===== src/rtl/div_sched.sv =====
// Divide-by-N tick scheduler: base tick, divided clock clk_n, and one grant per tick.
// Define FIXED_PRIO_EN for lowest-index-wins arbitration instead of round-robin.
module div_sched #(
  parameter int WIDTH       = 32,
  parameter int DEFAULT_DIV = 100_000,
  parameter int NREQ        = 4
) (
  input  logic             clk,
  input  logic             rst,
  input  logic             run,
  input  logic             cfg_valid,
  input  logic [WIDTH-1:0] cfg_div,
  output logic             cfg_ready,
  output logic [WIDTH-1:0] cur_div,
  output logic             tick,
  output logic             clk_n,
  input  logic [NREQ-1:0]  req,
  output logic [NREQ-1:0]  grant,
  output logic             busy
);

  localparam logic [0:0] S_IDLE = 1'b0;
  localparam logic [0:0] S_RUN  = 1'b1;

  logic [0:0]       state;
  logic [WIDTH-1:0] count;
  logic [WIDTH-1:0] pend_div;
  logic [WIDTH-1:0] cfg_clamped;
  logic             pending;
  logic             cfg_fire;
  logic             at_end;
  logic [NREQ-1:0]  grant_nxt;

  // Handshake: a divisor transfers on any edge where cfg_valid && cfg_ready.
  // cfg_ready is low only while a divisor waits for the next tick boundary.
  assign cfg_ready   = !pending;
  assign cfg_fire    = cfg_valid && cfg_ready;
  assign busy        = (state == S_RUN);
  assign cfg_clamped = (cfg_div < WIDTH'(2)) ? WIDTH'(2) : cfg_div;
  assign at_end      = (count == cur_div - WIDTH'(1));

`ifdef FIXED_PRIO_EN
  always_comb begin
    logic found;
    grant_nxt = '0;
    found     = 1'b0;
    for (int j = 0; j < NREQ; j++) begin
      if (!found && req[j]) begin
        grant_nxt[j] = 1'b1;
        found        = 1'b1;
      end
    end
  end
`else
  localparam int PW = (NREQ > 1) ? $clog2(NREQ) : 1;

  logic [PW-1:0] rr_ptr;
  logic [PW-1:0] ptr_nxt;

  // First pass looks at indices at or above the pointer, second pass wraps to the bottom.
  always_comb begin
    logic found;
    grant_nxt = '0;
    ptr_nxt   = rr_ptr;
    found     = 1'b0;
    for (int j = 0; j < NREQ; j++) begin
      if (!found && req[j] && (PW'(j) >= rr_ptr)) begin
        grant_nxt[j] = 1'b1;
        ptr_nxt      = (j == NREQ - 1) ? '0 : PW'(j + 1);
        found        = 1'b1;
      end
    end
    for (int j = 0; j < NREQ; j++) begin
      if (!found && req[j]) begin
        grant_nxt[j] = 1'b1;
        ptr_nxt      = (j == NREQ - 1) ? '0 : PW'(j + 1);
        found        = 1'b1;
      end
    end
  end

  always_ff @(posedge clk or posedge rst) begin
    if (rst) begin
      rr_ptr <= '0;
    end else if ((state == S_RUN) && run && at_end && (|req)) begin
      rr_ptr <= ptr_nxt;
    end
  end
`endif

  always_ff @(posedge clk or posedge rst) begin
    if (rst) begin
      state    <= S_IDLE;
      count    <= '0;
      cur_div  <= WIDTH'(DEFAULT_DIV);
      pend_div <= '0;
      pending  <= 1'b0;
      tick     <= 1'b0;
      clk_n    <= 1'b0;
      grant    <= '0;
    end else begin
      tick  <= 1'b0;
      grant <= '0;
      case (state)
        S_IDLE: begin
          count <= '0;
          if (cfg_fire) cur_div <= cfg_clamped;
          if (run) state <= S_RUN;
        end
        S_RUN: begin
          if (!run) begin
            // Stopping: any waiting divisor takes effect now rather than at a tick.
            state   <= S_IDLE;
            count   <= '0;
            pending <= 1'b0;
            if (cfg_fire) cur_div <= cfg_clamped;
            else if (pending) cur_div <= pend_div;
          end else if (at_end) begin
            count <= '0;
            tick  <= 1'b1;
            clk_n <= ~clk_n;
            grant <= grant_nxt;
            if (pending) begin
              cur_div <= pend_div;
              pending <= 1'b0;
            end else if (cfg_fire) begin
              pending  <= 1'b1;
              pend_div <= cfg_clamped;
            end
          end else begin
            count <= count + WIDTH'(1);
            if (cfg_fire) begin
              pending  <= 1'b1;
              pend_div <= cfg_clamped;
            end
          end
        end
        default: state <= S_IDLE;
      endcase
    end
  end

endmodule

===== config.mk =====
export PLATFORM = sky130hd
export DESIGN_NAME = div_sched
export DESIGN_NICKNAME = d
export VERILOG_FILES = /design/src/rtl/div_sched.sv
export SDC_FILE = /design/constraint.sdc
export NUM_CORES = 1
export LEC_CHECK = 0
export BUFFER_PORTS_ARGS = -buffer_cell sky130_fd_sc_hd__clkbuf_2
export CAP_MARGIN = 5
export CORE_ASPECT_RATIO = 0.75
export CORE_MARGIN = 5
export CORE_UTILIZATION = 50
export CTS_BUF_LIST = sky130_fd_sc_hd__clkbuf_8
export CTS_CLUSTER_DIAMETER = 150
export DETAILED_ROUTE_END_ITERATION = 10
export MAX_ROUTING_LAYER = met4
export PLACE_DENSITY = 0.71
export SYNTH_ARGS = -nofsm -noshare
export SYNTH_HDL_FRONTEND = slang
export SYNTH_SLANG_ARGS = --single-unit

===== constraint.sdc =====
create_clock -name clk -period 4.4 [get_ports clk]
set_input_delay 0.44 -clock clk [delete_from_list [all_inputs] [get_ports clk]]
set_output_delay 0.44 -clock clk [all_outputs]
set_load 0.1 [all_outputs]

==> metrics.cfg, run 1 <==
[final_layout]
final_core_util_pct = 56.74
drive_above_1_share_pct = 21.57
final_cell_mix = dfrtp_1 (100), nor2_1 (95), clkbuf_2 (79), xnor2_1 (43), inv_1 (40)
antenna_cells = 0
area_growth_pct = 12.43
finish.instance_area_mm2 = 0.006883
layout_commonest_cell = dfrtp_1
finalNetCount = 751

[clocking]
cts_tree = yes
numCtsBuffers = 9
h-tree-depth = 3
path_clk_slew_ns = 0.10
ctsHoldBuffers = 0
clkLatencyLatePin_ns = 0.37
postCtsSetupRepairBufs = 0
cts_num_sinks = 106
root_buffer = clkbuf_8
clock_path_buffers = 2
post_cts_resized = 0

[routing]
dr.pass1.iters = 7
wl_per_cell_um = 18.20
wirelength_mm = 16.02
viasPerCell = 5.895
vias = 5188
drc = 0
final_antenna_net_count = 0
drtIter0Drc = 482

[critical_path]
worstPathMaxFanout = 32
max_stage_delay_ns = 0.83
critPathArrivalTime_ns = 4.21
crit_chain = or3_1 > or3_1 > a2111oi_0 > nand4_1 > or3_1 > nor4_4 > nand4_4 > a32oi_1
worst_r2r_path_depth = 8
rr_startpoint = cur_div[2]$_DFFE_PP0P_
cp_data_required_time_ns = 4.69
critPathLaunchType = flip-flop
critPathSlowestCell = a2111oi_0
worst-path-buf-inv = 0
critPathKind = reg -> reg
r2r_end = cur_div[10]$_DFFE_PP1P_
cp_top_family = simple AND/OR/NAND/NOR gates
cpMostUsedCell = or3_1
critPathCaptureType = flip-flop
r2r_slack_ns = 0.48

[timing]
relSlewSlack_pct = 22.91
drv_slew = 0
layout_setup_ws_ns = 0.4778
hold_violations = 0
setup-tns-final_ns = 0
rsz0062_at_grt = false
worst_clock_skew_ns = 0.01007
setup_viol = 0
min_period_over_period_pct = 89.14
max_freq_mhz = 255.0
min_period_ns = 3.922
worstMarginPinSlew_ns = 1.155

[power_and_ir_drop]
ir_drop_mv = 0.4733
p_seq_share_pct = 39.7
p_sw_mw = 1.760
p_total_mw = 3.628
intPower_mw = 1.868
pwr-share-clk_pct = 17.3
power.share.switching_pct = 48.51
p_comb_share_pct = 43.0
powerDensity_mw_per_mm2 = 527.1
leakagePower_nw = 2.940

[synth]
syn_area_mm2 = 0.006122
synth_top_cell_by_area = dfrtp_1
synth_top_area_share_pct = 40.87
synth_area_per_cell_um2 = 9.596
synth_area_leaders = dfrtp_1 (41%), xnor2_1 (6.2%), nor2_1 (5.9%)
ys_seq_elements = 106
synth_ff_type = dfrtp_1
ys_warn_count = 0
synth.distinct_cells = 57
synthCells = 638
synth_nets = 680
async_flop_share_pct = 100.0
seq_area_frac_synth_pct = 43.45
synth_edf_count = 0

[die]
row_count = 35
initial_core_util_pct = 50.47
dieWidth_um = 137.8
core_mm2 = 0.01213
dieHeight_um = 105.8
dieArea_mm2 = 0.01458
ioPinCount = 80

[global_routing]
gr-usage-met1_pct = 32.06
grt_max_degree = 74
grt-ovfl-total = 0
grt_first_pass_wirelength_mm = 25.47
grt_usage_pct = 22.80
use_met2_pct = 34.12
grt_pass1_vias = 5047
top_usage_layer = met2
antenna_found_initial = 0
gr-usage-met3_pct = 4.866

[place]
portBuffers = 79
hpwlAfterDp_mm = 11.95
place_area_mm2 = 0.006681
preCtsSetupSlack_ns = 0.5876
gp_congestion = 0.9915

[flow_run]
cap_violations = 0

[min_path]
worstHoldPathType = in -> async

[outcome]
status = finished clean

through the flow:
step / hold WS [ns] / std cells
final: 0.2550 / 880
after floorplan: 0.4505 / 638
after CTS: 0.2668 / 880
after detailed placement: 0.4817 / 864
after global placement: 0.4601 / 864
after global routing: 0.2816 / 880
how the worst max path moves through the flow:
| stage | start | endpoint | slack [ns] | cells past startpoint |
|---|---|---|---|---|
| 5_1_grt | cur_div[2]$_DFFE_PP0P_ | rr_ptr[1]$_DFFE_PP0P_ | 0.35 | 8 |
| 2_1_floorplan | cur_div[6]$_DFFE_PP0P_ | rr_ptr[1]$_DFFE_PP0P_ | 0.71 | 8 |
| 3_3_place_gp | cur_div[2]$_DFFE_PP0P_ | rr_ptr[1]$_DFFE_PP0P_ | 0.73 | 8 |
| 6_report | cur_div[2]$_DFFE_PP0P_ | cur_div[10]$_DFFE_PP1P_ | 0.48 | 8 |
| 4_1_cts | cur_div[2]$_DFFE_PP0P_ | cur_div[10]$_DFFE_PP1P_ | 0.55 | 8 |
| 3_5_place_dp | cur_div[2]$_DFFE_PP0P_ | cur_div[10]$_DFFE_PP1P_ | 0.59 | 8 |
synth_stat cells, drive strengths merged (3+ instances only):
cell and instances:
dfrtp 100, nor2 96, xnor2 43, inv 40
xor2 34, a32oi 32, mux2 31, o22a 30
nand2 29, nand3 25, clkbuf 20, nand4 20
nor4 19, nor3 16, o21ai 13, buf 11
and3 7, or3 7, a21oi 6, dfstp 6
or4 5, nand4b 4, a2111oi 3, o22ai 3
o31ai 3
registers in the layout, indices dropped and copies added, names as in the netlist:
name	flops
pending	1
clk_n	1
tick	1
cur_div	32
pend_div	32
rr_ptr	2
count	32
busy	1
grant	4
logic make-up (layout without fill, tap and decap cells):
family                   Yosys count  count (layout)  share of synthesized area, %
AO/OA/AOI/OAI                    105             105                         13.61
XOR/XNOR                          77              77                         11.02
adder cells (fa/ha/maj)            2               2                        0.4087
buffers and inverters             71             147                         4.905
flip-flops                       106             106                         43.45
multiplexers                      33              33                         6.029
AND/OR/NAND/NOR                  244             244                         20.58
layout make-up:
class | count | area, um^2
clock buffers | 10 | 137.6
fillers | 1076 | 5248
repair buffers | 91 | 485.5
flip-flops and latches | 106 | 2660
multi-input cells | 461 | 3176
clock inverters | 6 | 63.81
well taps | 166 | 207.7
inverters | 40 | 152.6
routing by layer:
layer | routed length, um | vias up
met3 | 1195 | 28
met5 | 0 | -
li1 | - | 2440
met4 | 176 | 0
met1 | 7350 | 2528
met2 | 7298 | 192
power by group through the flow:
stage / registers (mW) / clock network [mW] / logic (mW)
after floorplan: 2.06 / 0 / 0.596
after global placement: 1.44 / 0 / 1.53
after detailed placement: 1.45 / 0 / 1.55
after CTS: 1.43 / 0.647 / 1.56
after global routing: 1.46 / 0.679 / 1.64
final: 1.44 / 0.627 / 1.56
Note: power is estimated with default switching activity, not from simulation.
==> run 2, diff against run 1 <==
- BUFFER_PORTS_ARGS: -buffer_cell sky130_fd_sc_hd__clkbuf_2 -> -buffer_cell sky130_fd_sc_hd__buf_2
==> metrics.cfg, run 2 (synthesis gave the netlist of run 1 again) <==
[clocking]
cts_tree = yes
clkLatencyLatePin_ns = 0.38
ctsHoldBuffers = 0
postCtsSetupRepairBufs = 0
clock_path_buffers = 2
root_buffer = clkbuf_8
numCtsBuffers = 9
h-tree-depth = 3
path_clk_slew_ns = 0.10
cts_num_sinks = 106
post_cts_resized = 0

[final_layout]
drive_above_1_share_pct = 21.46
layout_commonest_cell = dfrtp_1
seqCellArea_mm2 = 0.002660
reg_top3 = count (32), cur_div (32), pend_div (32)
finish.instance_area_mm2 = 0.006897
finalNetCount = 750
fill_cells = 1097
area_growth_pct = 12.65
antenna_cells = 0
final_cell_mix = dfrtp_1 (100), nor2_1 (95), buf_2 (79), xnor2_1 (43), inv_1 (40)
multiInputGateArea_mm2 = 0.003176

[critical_path]
critPathArrivalTime_ns = 4.25
cpMostUsedCell = or3_1
critPathLaunchType = flip-flop
crit_chain = or3_1 > or3_1 > a2111oi_0 > nand4_1 > or3_1 > nor4_4 > nand4_4 > a32oi_1
critPathSlowestCell = a2111oi_0
worstPathMaxFanout = 32
max_stage_delay_ns = 0.87
crit_start = cur_div[2]$_DFFE_PP0P_
critPathCaptureType = flip-flop
critPathKind = reg -> reg
cp_data_required_time_ns = 4.69
rr_startpoint = cur_div[2]$_DFFE_PP0P_

[timing]
drv_slew = 0
min_period_ns = 3.962
setup-tns-final_ns = 0
max_freq_mhz = 252.4
setup_viol = 0
worstMarginPinSlew_ns = 1.189
rsz0062_at_grt = false
worst_clock_skew_ns = 0.01135
relSlewSlack_pct = 20.72
hold_violations = 0
layout_setup_ws_ns = 0.4378
min_period_over_period_pct = 90.05

[global_routing]
grt_pass1_vias = 5147
grt_first_pass_wirelength_mm = 26.02
antenna_found_initial = 0
grt-ovfl-total = 0
grt_usage_pct = 23.12
grt_max_degree = 76

[routing]
vias = 5275
wirelength_mm = 16.00
wl_per_cell_um = 18.20
viasPerCell = 6.001
drc = 0
drtIter0Drc = 442
final_antenna_net_count = 0
dr.pass1.iters = 5

[flow_run]
cap_violations = 0

[place]
portBuffers = 79
place_area_mm2 = 0.006686
preCtsSetupSlack_ns = 0.5529
gp_congestion = 0.8929
hpwlAfterDp_mm = 11.90

[die]
dieHeight_um = 105.8
initial_core_util_pct = 50.47
core_mm2 = 0.01213
dieArea_mm2 = 0.01458
row_count = 35
ioPinCount = 80
dieWidth_um = 137.8

[min_path]
hold_start = run
worstHoldPathType = in -> reg

[outcome]
status = finished clean

[power_and_ir_drop]
powerDensity_mw_per_mm2 = 528.2
leakagePower_nw = 2.927
ir_drop_mv = 0.5434

## run 2: per-layer routing
metal	track usage [%]	vias to the layer above	share of wire [%]
met5	-	-	0
met4	5.783	0	1.6
met3	4.914	26	7.7
met2	33.84	195	45
met1	32.92	2618	45
li1	-	2436	-
## run 2: final cells by class
class | instances | share of cell area, %
clock inverters | 5 | 0.8527
clock buffers | 11 | 2.195
repair buffers | 90 | 7.112
flip-flops and latches | 106 | 38.57
inverters | 40 | 2.213
well taps | 166 | 3.012
multi-input cells | 461 | 46.05
## run 2: report_power, final
part / switching, mW / internal (mW) / total (mW)
clock: 0.345 / 0.297 / 0.641
sequential: 0.242 / 1.18 / 1.43
combinational: 1.16 / 0.412 / 1.58
total: 1.75 / 1.89 / 3.64
## run 2: path summary, 6_finish.rpt
check | endpoint | slack, ns | depth (start not counted)
max in group asynchronous | count[18]$_DFF_PP0_ | 3.18 | 3
worst min-delay path | busy$_DFF_PP0_ | 0.25 | 1
worst max-delay path | cur_div[4]$_DFFE_PP0P_ | 0.44 | 8
worst min register to register | clk_n$_DFFE_PP0P_ | 0.47 | 1
worst max register to register | cur_div[4]$_DFFE_PP0P_ | 0.44 | 8
min in group asynchronous | count[4]$_DFF_PP0_ | 0.27 | 2
## run 2: worst max-delay path, delay by kind of cell (launching register included)
family / cells / cell delay (ns)
simple gates: 6 / 2.14
flops: 1 / 0.46
compound gates: 2 / 1.26
## run 2: metrics by stage
step / power, mW / hold slack (ns) / cells / util, %
6_report: 3.643 / 0.2528 / 879 / 56.85
5_1_grt: 3.819 / 0.2383 / 879 / 56.85
4_1_cts: 3.654 / 0.2407 / 879 / 56.85
3_5_place_dp: 3.010 / 0.4606 / 863 / 55.12
3_3_place_gp: 2.974 / 0.4570 / 863 / 55.12
2_1_floorplan: 2.653 / 0.4505 / 638 / -
